`config.mk`:
```
export PLATFORM = sky130hd
export DESIGN_NAME = pulse_train_gen
export DESIGN_NICKNAME = d
export VERILOG_FILES = /design/src/rtl/pulse_train_gen_pkg.sv /design/src/rtl/pulse_train_gen_phase_counter.sv /design/src/rtl/pulse_train_gen.sv
export SDC_FILE = /design/constraint.sdc
export NUM_CORES = 1
export LEC_CHECK = 0
export BUFFER_PORTS_ARGS = -buffer_cell sky130_fd_sc_hd__buf_2
export CAP_MARGIN = 20
export CORE_ASPECT_RATIO = 1.2
export CORE_MARGIN = 1
export CORE_UTILIZATION = 30
export DETAILED_ROUTE_END_ITERATION = 10
export GPL_ROUTABILITY_DRIVEN = 0
export PLACE_DENSITY = 0.56
export SETUP_SLACK_MARGIN = 0.05
export SYNTH_ARGS = -nofsm -noshare
export SYNTH_HDL_FRONTEND = slang
export SYNTH_SLANG_ARGS = --single-unit
```
`constraint.sdc`:
```
create_clock -name clk -period 2.21 [get_ports clk]
set_input_delay 0.1105 -clock clk [delete_from_list [all_inputs] [get_ports clk]]
set_output_delay 0.1105 -clock clk [all_outputs]
set_load 0.02 [all_outputs]
```
`src/rtl/pulse_train_gen_pkg.sv`:
```
// rtl/pulse_train_gen_pkg.sv - shared state encoding and width default for the pulse train generator
package pulse_train_gen_pkg;

  localparam int CNT_W_DEF = 16;

  typedef enum logic [1:0] {
    ST_IDLE = 2'd0,
    ST_HIGH = 2'd1,
    ST_LOW  = 2'd2
  } state_t;

endpackage

```
`src/rtl/pulse_train_gen_phase_counter.sv`:
```
// rtl/pulse_train_gen_phase_counter.sv - loadable down-counter timing one HIGH or LOW phase
module pulse_train_gen_phase_counter #(
  parameter int CNT_W = 16
) (
  input  logic             clk,
  input  logic             rst,
  input  logic             load,
  input  logic             dec,
  input  logic [CNT_W-1:0] load_val,
  output logic             tc
);

  logic [CNT_W-1:0] count_q;
  logic [CNT_W-1:0] count_d;

  always_comb begin
    count_d = count_q;
    if (load) begin
      count_d = load_val;
    end else if (dec && (count_q != '0)) begin
      count_d = count_q - CNT_W'(1);
    end
  end

  always_ff @(posedge clk) begin
    if (rst) begin
      count_q <= '0;
    end else begin
      count_q <= count_d;
    end
  end

  // Terminal count marks the last cycle of the phase currently being timed.
  assign tc = (count_q <= CNT_W'(1));

endmodule

```
`src/rtl/pulse_train_gen.sv`:
```
// rtl/pulse_train_gen.sv - configurable pulse train generator with abort and completion strobe
module pulse_train_gen
  import pulse_train_gen_pkg::*;
#(
  parameter int CNT_W = CNT_W_DEF
) (
  input  logic             clk,
  input  logic             rst,
  input  logic             start,
  input  logic             abort,
  input  logic [CNT_W-1:0] high_cycles,
  input  logic [CNT_W-1:0] low_cycles,
  input  logic [CNT_W-1:0] pulse_num,
  output logic             pulse_out,
  output logic             rising_edge,
  output logic             falling_edge,
  output logic             busy,
  output logic             done
);

  state_t state_q, state_d;
  logic [CNT_W-1:0] high_q, high_d;
  logic [CNT_W-1:0] low_q, low_d;
  logic [CNT_W-1:0] num_q, num_d;
  logic [CNT_W-1:0] pulse_cnt_q, pulse_cnt_d;
  logic pulse_out_q, pulse_out_d;
  logic rising_q, rising_d;
  logic falling_q, falling_d;
  logic busy_q, busy_d;
  logic done_q, done_d;

  logic             ph_load;
  logic             ph_dec;
  logic [CNT_W-1:0] ph_load_val;
  logic             ph_tc;

  function automatic logic [CNT_W-1:0] at_least_one(input logic [CNT_W-1:0] v);
    return (v == '0) ? CNT_W'(1) : v;
  endfunction

  pulse_train_gen_phase_counter #(
    .CNT_W(CNT_W)
  ) u_phase_counter (
    .clk     (clk),
    .rst     (rst),
    .load    (ph_load),
    .dec     (ph_dec),
    .load_val(ph_load_val),
    .tc      (ph_tc)
  );

  always_comb begin
    state_d     = state_q;
    high_d      = high_q;
    low_d       = low_q;
    num_d       = num_q;
    pulse_cnt_d = pulse_cnt_q;
    ph_load     = 1'b0;
    ph_dec      = 1'b0;
    ph_load_val = high_q;
    done_d      = 1'b0;

    case (state_q)
      ST_IDLE: begin
        if (start && !abort) begin
          high_d      = at_least_one(high_cycles);
          low_d       = at_least_one(low_cycles);
          num_d       = pulse_num;
          pulse_cnt_d = '0;
          ph_load     = 1'b1;
          ph_load_val = at_least_one(high_cycles);
          state_d     = ST_HIGH;
        end
      end
      ST_HIGH: begin
        if (abort) begin
          state_d = ST_IDLE;
        end else if (ph_tc) begin
          ph_load     = 1'b1;
          ph_load_val = low_q;
          state_d     = ST_LOW;
          // Saturate so a finite train can never wrap back below pulse_num.
          if (pulse_cnt_q != '1) begin
            pulse_cnt_d = pulse_cnt_q + CNT_W'(1);
          end
        end else begin
          ph_dec = 1'b1;
        end
      end
      ST_LOW: begin
        if (abort) begin
          state_d = ST_IDLE;
        end else if (ph_tc) begin
          if ((num_q == '0) || (pulse_cnt_q < num_q)) begin
            ph_load     = 1'b1;
            ph_load_val = high_q;
            state_d     = ST_HIGH;
          end else begin
            state_d = ST_IDLE;
            done_d  = 1'b1;
          end
        end else begin
          ph_dec = 1'b1;
        end
      end
      default: begin
        state_d = ST_IDLE;
      end
    endcase

    // Output strobes come from the same state transition that updates pulse_out.
    pulse_out_d = (state_d == ST_HIGH);
    rising_d    = (state_d == ST_HIGH) && (state_q != ST_HIGH);
    falling_d   = (state_q == ST_HIGH) && (state_d != ST_HIGH);
    busy_d      = (state_d != ST_IDLE);
  end

  always_ff @(posedge clk) begin
    if (rst) begin
      state_q     <= ST_IDLE;
      high_q      <= '0;
      low_q       <= '0;
      num_q       <= '0;
      pulse_cnt_q <= '0;
      pulse_out_q <= 1'b0;
      rising_q    <= 1'b0;
      falling_q   <= 1'b0;
      busy_q      <= 1'b0;
      done_q      <= 1'b0;
    end else begin
      state_q     <= state_d;
      high_q      <= high_d;
      low_q       <= low_d;
      num_q       <= num_d;
      pulse_cnt_q <= pulse_cnt_d;
      pulse_out_q <= pulse_out_d;
      rising_q    <= rising_d;
      falling_q   <= falling_d;
      busy_q      <= busy_d;
      done_q      <= done_d;
    end
  end

  assign pulse_out    = pulse_out_q;
  assign rising_edge  = rising_q;
  assign falling_edge = falling_q;
  assign busy         = busy_q;
  assign done         = done_q;

endmodule

```
==> summary.txt, run 1 <==
Layout
  – ANT cells: 0
  – Final Util: 41.7%
  – Most common cell after layout, fill and taps aside: nand2_1
  – Fin cells: 921
  – Most frequent cells in the layout: nand2_1 (112), dfxtp_1 (76), buf_4 (61)
  – Area growth syn-to-layout: 35.9%
  – Final #Nets: 783
  – Share of layout cells above drive strength 1: 29.3%

Placement
  – Placed Cells: 871
  – PortBufs: 56
  – Post-DP HPWL: 9930 um
  – Place WS: -0.0928 ns

Yosys
  – Yosys warning total: 0
  – Share of synthesized registers carrying an async set or reset: 0%
  – Dominant synthesized flop cell: dfxtp_1
  – Mapped cell area: 4790 sq um
  – Syn Nets: 657
  – Seq/Total Area, Yosys: 36.4%
  – Distinct cells, synth: 63
  – Mapped Cells: 583
  – Post-synth EDFFs: 0
  – Synth Register Bits: 87
  – Syn Area/Cell: 8.21 sq um

Setup path
  – Reg2reg end: u_phase_counter.count_q[12]
  – Crit-path slowest cell: or4b_4
  – Crit. Startpoint: num_q[15]
  – Critical Path Fanout Max: 7
  – Cell depth of the worst setup path: 9
  – R2R cell count: 9
  – Critical path class: reg2reg
  – Crit path buf inv count: 2
  – CP delay by family, top: simple AND/OR/NAND/NOR gates
  – WP data arrival: 2.48 ns
  – FF-to-FF Start: num_q[15]
  – R2R Setup Slk: -0.03 ns
  – Worst Setup End Kind: register
  – CP peak stage delay: 0.51 ns
  – CP Cell Sequence: inv_2 -> ha_4 -> nand4_1 -> nor3_2 -> or4b_4 -> a41oi_4 -> a211oi_4 -> clkbuf_16 -> mux2i_1
  – Critical Path Sink: u_phase_counter.count_q[12]
  – Startpoint Class: register
  – Crit path required time: 2.44 ns

STA
  – Final Hold Vio Count: 0
  – Final period util: 102%
  – Setup ws final: -0.0342 ns
  – Maximum operating frequency: 446 MHz
  – Final min period: 2.24 ns
  – Final Max Tran Viols: 0
  – Setup violators final: 15
  – Worst-Margin Slew: 0.525 ns
  – Setup TNS: -0.307 ns
  – Slew HR: 64.7%
  – Setup Skew: 0.0100 ns
  – RSZ-0062 raised after global routing: yes

Floorplan
  – Core area: 15600 sq um
  – Die width: 117 um
  – I/O Pins: 57
  – Initial core utilization: 30.7%
  – Die height: 140 um
  – Rows: 50
  – Die area: 16500 sq um

Detailed routing
  – Number of DRC markers in iteration 0: 166
  – DR WL/cell: 15.1 um
  – Vias per cell: 5.04
  – TritonRoute pass-1 iters: 4
  – Post-route DRC violation count: 0
  – Total wire length: 13900 um
  – Vias: 4640
  – Remaining antenna violation count: 0

Global routing
  – Largest net degree at the start of global routing: 38
  – GRT Total Usage: 17.3%
  – Overflow after GRT: 0
  – Initial antenna violation count: 0
  – First-pass GRT wire length: 22800 um
  – Vias in the first global route: 4843

Clocking
  – CTS clock-pin slew for the worst setup and hold paths: 0.07 ns
  – CTS tree: built
  – H-tree depth: 3
  – Longest Clk Path Bufs: 2
  – Clk Latency, worst-skew pair: 0.35 ns
  – Total clock sinks: 87
  – Clk root buf: clkbuf_16
  – Total CTS buffers: 9

Power and ir drop
  – Leakage: 2.48 nW
  – Final Power: 5.53 mW
  – Worst VDD drop: 0.399 mV
  – Pwr Density: 851 nW/um^2

Min path
  – Min-delay src: low_cycles[1]
  – Worst hold path type: in2reg

Job
  – Max cap viols: 0

Outcome
  – Failing checks: setup timing
  – Status: finished, violations left
[layer usage]
metal  vias up  GRT usage [%]  part of all wire, %
li1       2334              -                    -
met1      2202           19.1                   42
met2        82           32.6                   53
met3        22           2.73                  3.0
met4         0           7.38                  2.2
met5         -              0                    0
[per-stage QoR]
step	cell area [sq um]	hold WS, ns
after floorplan	4830	0.243
after global placement	5680	0.342
after detailed placement	5680	0.346
after CTS	6330	0.00101
after global routing	6500	0.0138
final	6500	0.00605
[synthesized netlist by cell type, types with 2 or more instances]
cell type / instances / area share (%)
nor4_1: 12 / 1.6
ha_1: 22 / 5.8
buf_2: 4 / 0.42
a31o_2: 16 / 2.9
inv_1: 22 / 1.7
nand3b_1: 3 / 0.47
clkbuf_1: 24 / 1.9
and4_1: 3 / 0.55
a31oi_1: 3 / 0.39
and3_1: 3 / 0.39
xnor2_1: 21 / 3.8
nand4_1: 11 / 1.4
a22o_1: 13 / 2.4
nor4_4: 2 / 0.89
a21oi_1: 51 / 5.3
nand2_1: 113 / 8.9
xor2_1: 4 / 0.73
and2_1: 5 / 0.65
a211oi_1: 9 / 1.4
mux2i_1: 15 / 3.1
a2bb2oi_1: 15 / 2.7
nor2b_1: 3 / 0.39
buf_1: 3 / 0.24
dfxtp_1: 87 / 36
nand3_1: 25 / 2.6
o21a_1: 2 / 0.31
nand2b_1: 7 / 0.91
nor3_1: 11 / 1.2
o21ai_0: 11 / 1.2
nor2_1: 30 / 2.4
[flip-flops by register name, indices dropped and copies added, names as in the netlist]
register                 cells
high_q                      16
low_q                       16
num_q                       16
pulse_cnt_q                 16
u_phase_counter.count_q     16
state_q                      2
busy                         1
done                         1
falling_edge                 1
pulse_out                    1
rising_edge                  1
[cells by family after synthesis]
family / after synthesis / synth area share, %
AOI/OAI and AO/OA: 137 / 20.1
xor gates and xnor gates: 25 / 4.58
adders and majority gates: 22 / 5.75
buffers and inverters: 55 / 4.65
DFF: 87 / 36.4
muxes: 16 / 3.45
and+or+nand+nor: 241 / 25.1
[cell type report]
class,count,area (sq um)
fillers,1561,9070
multi-input cells,441,3040
flip-flops and latches,87,1760
repair buffers,147,1070
well taps,208,260
clock buffers,10,229
inverters,23,86.3
clock inverters,5,60.1
[timing repair]
item                                    in CTS  in global routing
gates resized for setup                     23                 21
pin swaps                                    3                  6
buffers inserted                             2                  5
endpoints found under the hold margin       27                  0
gates cloned                                 0                  1
endpoints found under the setup margin      21                 42
hold buffers                                27                  0
[where the power goes]
part | internal (mW) | switching (mW)
Combinational | 0.987 | 1.20
Sequential | 1.70 | 0.115
Clock | 0.872 | 0.653
Total | 3.56 | 1.97
[worst min-delay path by stage]
stage	cells after the start	to
floorplan	1	low_q[4]
global placement	2	low_q[5]
detailed placement	2	low_q[5]
CTS	2	low_q[1]
global route	2	low_q[1]
finish	2	low_q[1]
[worst register-to-register path, cell delays in order (launching register included)]
cell       delay (ns)
dfxtp_2          0.33
inv_2            0.05
ha_4             0.26
nand4_1          0.13
nor3_2           0.18
or4b_4           0.51
a41oi_4          0.21
a211oi_4         0.14
clkbuf_16        0.20
mux2i_1          0.12
(Power assumes the default switching activity.)
==> inputs of run 2 (changes only) <==
- SYNTH_HIERARCHICAL: unset -> 1
==> run 2 against run 1 <==
Sequential power fell by 5%. Cell area fell by 0.40%. Clock power fell by 6%. Sequential share of layout area barely moved. Die area fell by 5.4%. The flow still finishes with violations (setup timing). Non-clock buffer count rose by 24. Worst setup slack got worse by 0.31 ns. Core utilization rose by 2.8 points. Register-to-register slack got worse by 0.31 ns. Critical endpoint is now u_phase_counter/count_q[12]. Sequential cell count did not move. Via count fell by 0.69%. Global-route usage rose by 0.53 points.
==> summary.txt, run 2 <==
Outcome
  – Status: finished, violations left
  – Failing checks: setup timing

Min path
  – Worst hold path type: in2reg

Setup path
  – CP peak stage delay: 0.55 ns (+0.04 ns)
  – Worst Setup End Kind: register
  – Crit path buf inv count: 2 (unchanged)
  – CP delay by family, top: simple AND/OR/NAND/NOR gates
  – Critical Path Fanout Max: 16 (+9)
  – WP data arrival: 2.77 ns (+0.29 ns)
  – CP Cell Sequence: or4_4 -> nor3_4 -> o2111a_2 -> mux2i_2 -> or3_4 -> buf_8 -> a222oi_1 -> inv_1 -> nand3b_1 -> o31ai_1
  – Crit path required time: 2.42 ns (-0.02 ns)
  – Startpoint Class: register
  – Crit-path slowest cell: or4_4
  – Critical path class: reg2reg
  – R2R Setup Slk: -0.35 ns (-0.31 ns)

Layout
  – ANT cells: 0 (unchanged)
  – Post-route cell area: 6480 sq um (-0.40%)
  – Final #Nets: 779 (-0.51%)
  – Final Util: 44.6% (+2.8 points)
  – Area growth syn-to-layout: 43.1%
  – Most frequent cells in the layout: buf_4 (84), nand2_1 (81), dfxtp_1 (80)
  – Most common cell after layout, fill and taps aside: buf_4
  – Share of layout cells above drive strength 1: 32.4% (+3.1 points)

STA
  – Setup violators final: 51 (+36)
  – Final period util: 116% (+14 points)
  – Final Hold Vio Count: 0 (unchanged)
  – RSZ-0062 raised after global routing: yes
  – Final min period: 2.56 ns (+0.312 ns)
  – Setup ws final: -0.346 ns (-0.312 ns)
  – Final Max Tran Viols: 0 (unchanged)
  – Slew HR: 32.0% (-33 points)
  – Setup Skew: 0.00563 ns (-0.00440 ns)
  – Maximum operating frequency: 391 MHz (-12%)
  – Worst-Margin Slew: 1.02 ns (+0.491 ns)

Yosys
  – Syn Nets: 626 (-4.7%)
  – Synth area leader: dfxtp_1
  – Synth Register Bits: 87 (unchanged)
  – Synth cell count leaders: dfxtp_1 (87), nand2_1 (82), a21oi_1 (47)
  – Dominant synthesized flop cell: dfxtp_1
  – Synth top area share: 38.5% (+2.1 points)
  – Top cells by area, synth: dfxtp_1 (38%), nand2_1 (6.8%), ha_1 (6.1%), a21oi_1 (5.2%), a222oi_1 (3.3%)
  – Seq/Total Area, Yosys: 38.5% (+2.1 points)
  – Post-synth EDFFs: 0 (unchanged)
  – Distinct cells, synth: 62 (-1.6%)
  – Mapped cell area: 4530 sq um (-5.4%)
  – Most numerous cell in the Yosys netlist: dfxtp_1
  – Syn Area/Cell: 8.20 sq um (-0.13%)
  – Yosys warning total: 6 (+6)
  – Mapped Cells: 552 (-5.3%)
  – Share of synthesized registers carrying an async set or reset: 0% (unchanged)

Detailed routing
  – Vias: 4608 (-0.69%)
  – Number of DRC markers in iteration 0: 277 (+67%)
  – Remaining antenna violation count: 0 (unchanged)
  – Vias per cell: 5.06 (+0.51%)
  – Total wire length: 13700 um (-1.1%)
  – TritonRoute pass-1 iters: 5 (+1)
  – Post-route DRC violation count: 0 (unchanged)
  – DR WL/cell: 15.1 um (about the same)

Floorplan
  – Die height: 137 um (-2.7%)
  – I/O Pins: 57 (unchanged)
  – Die width: 114 um (-2.7%)
  – Rows: 48 (-4.0%)
  – Core area: 14500 sq um (-6.7%)
  – Initial core utilization: 31.1% (+0.42 points)
  – Die area: 15600 sq um (-5.4%)

Global routing
  – GRT Total Usage: 17.8% (+0.53 points)
  – Vias in the first global route: 4557 (-5.9%)
  – Overflow after GRT: 0 (unchanged)
  – Largest net degree at the start of global routing: 34 (-11%)
  – First-pass GRT wire length: 21900 um (-4.1%)
  – Initial antenna violation count: 0 (unchanged)

Placement
  – PortBufs: 56 (unchanged)
  – Post-DP HPWL: 9850 um (-0.86%)
  – Place WS: -0.533 ns (-0.441 ns)
  – DP Area: 5660 sq um (-0.29%)

Clocking
  – Total CTS buffers: 9 (unchanged)
  – CTS clock-pin slew for the worst setup and hold paths: 0.07 ns (about the same)
  – Clk root buf: clkbuf_16
  – Longest Clk Path Bufs: 2 (unchanged)
  – H-tree depth: 3 (unchanged)
  – CTS tree: built
  – Clk Latency, worst-skew pair: 0.34 ns (about the same)
  – Total clock sinks: 87 (unchanged)

Power and ir drop
  – Psw: 1.32 mW (-33%)
  – Net Sw Frac: 30.6% (-5.0 points)
  – Int Power: 2.99 mW (-16%)
  – Clock share of power: 33.5% (+5.9 points)
  – Worst VDD drop: 0.496 mV (+24%)
  – Leakage: 2.68 nW (+8.0%)
  – Combinational share of power: 26.6% (-13 points)
  – Final Power: 4.31 mW (-22%)
  – Seq pwr share: 39.9% (+7.1 points)
  – Pwr Density: 665 nW/um^2 (-22%)

Job
  – Max cap viols: 0 (unchanged)
## run 2: changes by cell type after synthesis, sizes merged, moves of 13 or more
cell     delta
a222oi     +15
a31o       -15
inv        +17
nand3      -13
mux2i      -13
a2bb2oi    -15
nand2      -31
## run 2: worst paths after layout
check,startpoint,endpoint,cells past startpoint
setup reg to reg,u_phase_counter/count_q[10],u_phase_counter/count_q[12],10
setup / recovery,u_phase_counter/count_q[10],u_phase_counter/count_q[12],10
hold reg to reg,high_q[15],high_q[15],2
hold / removal,pulse_num[3],num_q[3],3
## run 2: area by class of cell
type | instances | area (sq um)
Fill cell | 1487 | 8060
Multi-Input combinational cell | 396 | 2770
Sequential cell | 87 | 1750
Timing Repair Buffer | 171 | 1260
Tap cell | 200 | 250
Clock buffer | 11 | 233
Inverter | 39 | 154
Clock inverter | 5 | 42.5
Timing Repair inverter | 1 | 11.3
## run 2: logic make-up after synthesis
group	after synthesis	share of synthesized area, %
simple gates	216	24.0
compound gates	139	21.8
flops	87	38.5
buf+inv	69	5.94
fa+ha+maj	22	6.08
xor+xnor	17	3.29
mux	2	0.442
## run 2: power groups by stage
stage / combinational [mW] / clock [mW] / sequential [mW]
after floorplan: 0.554 / 0 / 1.76
after global placement: 0.965 / 0 / 1.75
after detailed placement: 0.981 / 0 / 1.75
after CTS: 1.08 / 1.48 / 1.72
after global routing: 1.24 / 1.54 / 1.73
final: 1.15 / 1.44 / 1.72
## run 2: worst register-to-register path, cell delays in order (launching register included)
cell	delay, ns
dfxtp_2	0.32
or4_4	0.55
nor3_4	0.14
o2111a_2	0.22
mux2i_2	0.07
or3_4	0.35
buf_8	0.16
a222oi_1	0.32
inv_1	0.09
nand3b_1	0.11
o31ai_1	0.08
## run 2: routing by layer
layer / up-vias / GRT usage, % / wire length (um) / share of wire, %
li1: 2305 / - / - / -
met1: 2189 / 21.3 / 5940 / 43
met2: 97 / 32.2 / 7050 / 51
met3: 17 / 2.57 / 490 / 3.6
met4: 0 / 6.57 / 266 / 1.9
met5: - / 0 / 0 / 0
## run 2: timing repair
action | 4_1_cts | 5_1_grt
pin swaps | 14 | 17
gates cloned | 1 | 0
endpoints found under the setup margin | 51 | 51
setup buffers | 5 | 4
endpoints found under the hold margin | 16 | 0
resized for setup | 29 | 39
hold buffers | 16 | 0
## run 2: metrics by stage
stage / setup TNS (ns) / hold slack, ns / cells
floorplan: -9.85 / 0.236 / 552
global placement: -10.16 / 0.340 / 867
detailed placement: -11.22 / 0.346 / 867
CTS: -8.09 / 0.0000278 / 905
global route: -13.31 / 0.0107 / 910
finish: -8.17 / 0.00699 / 910
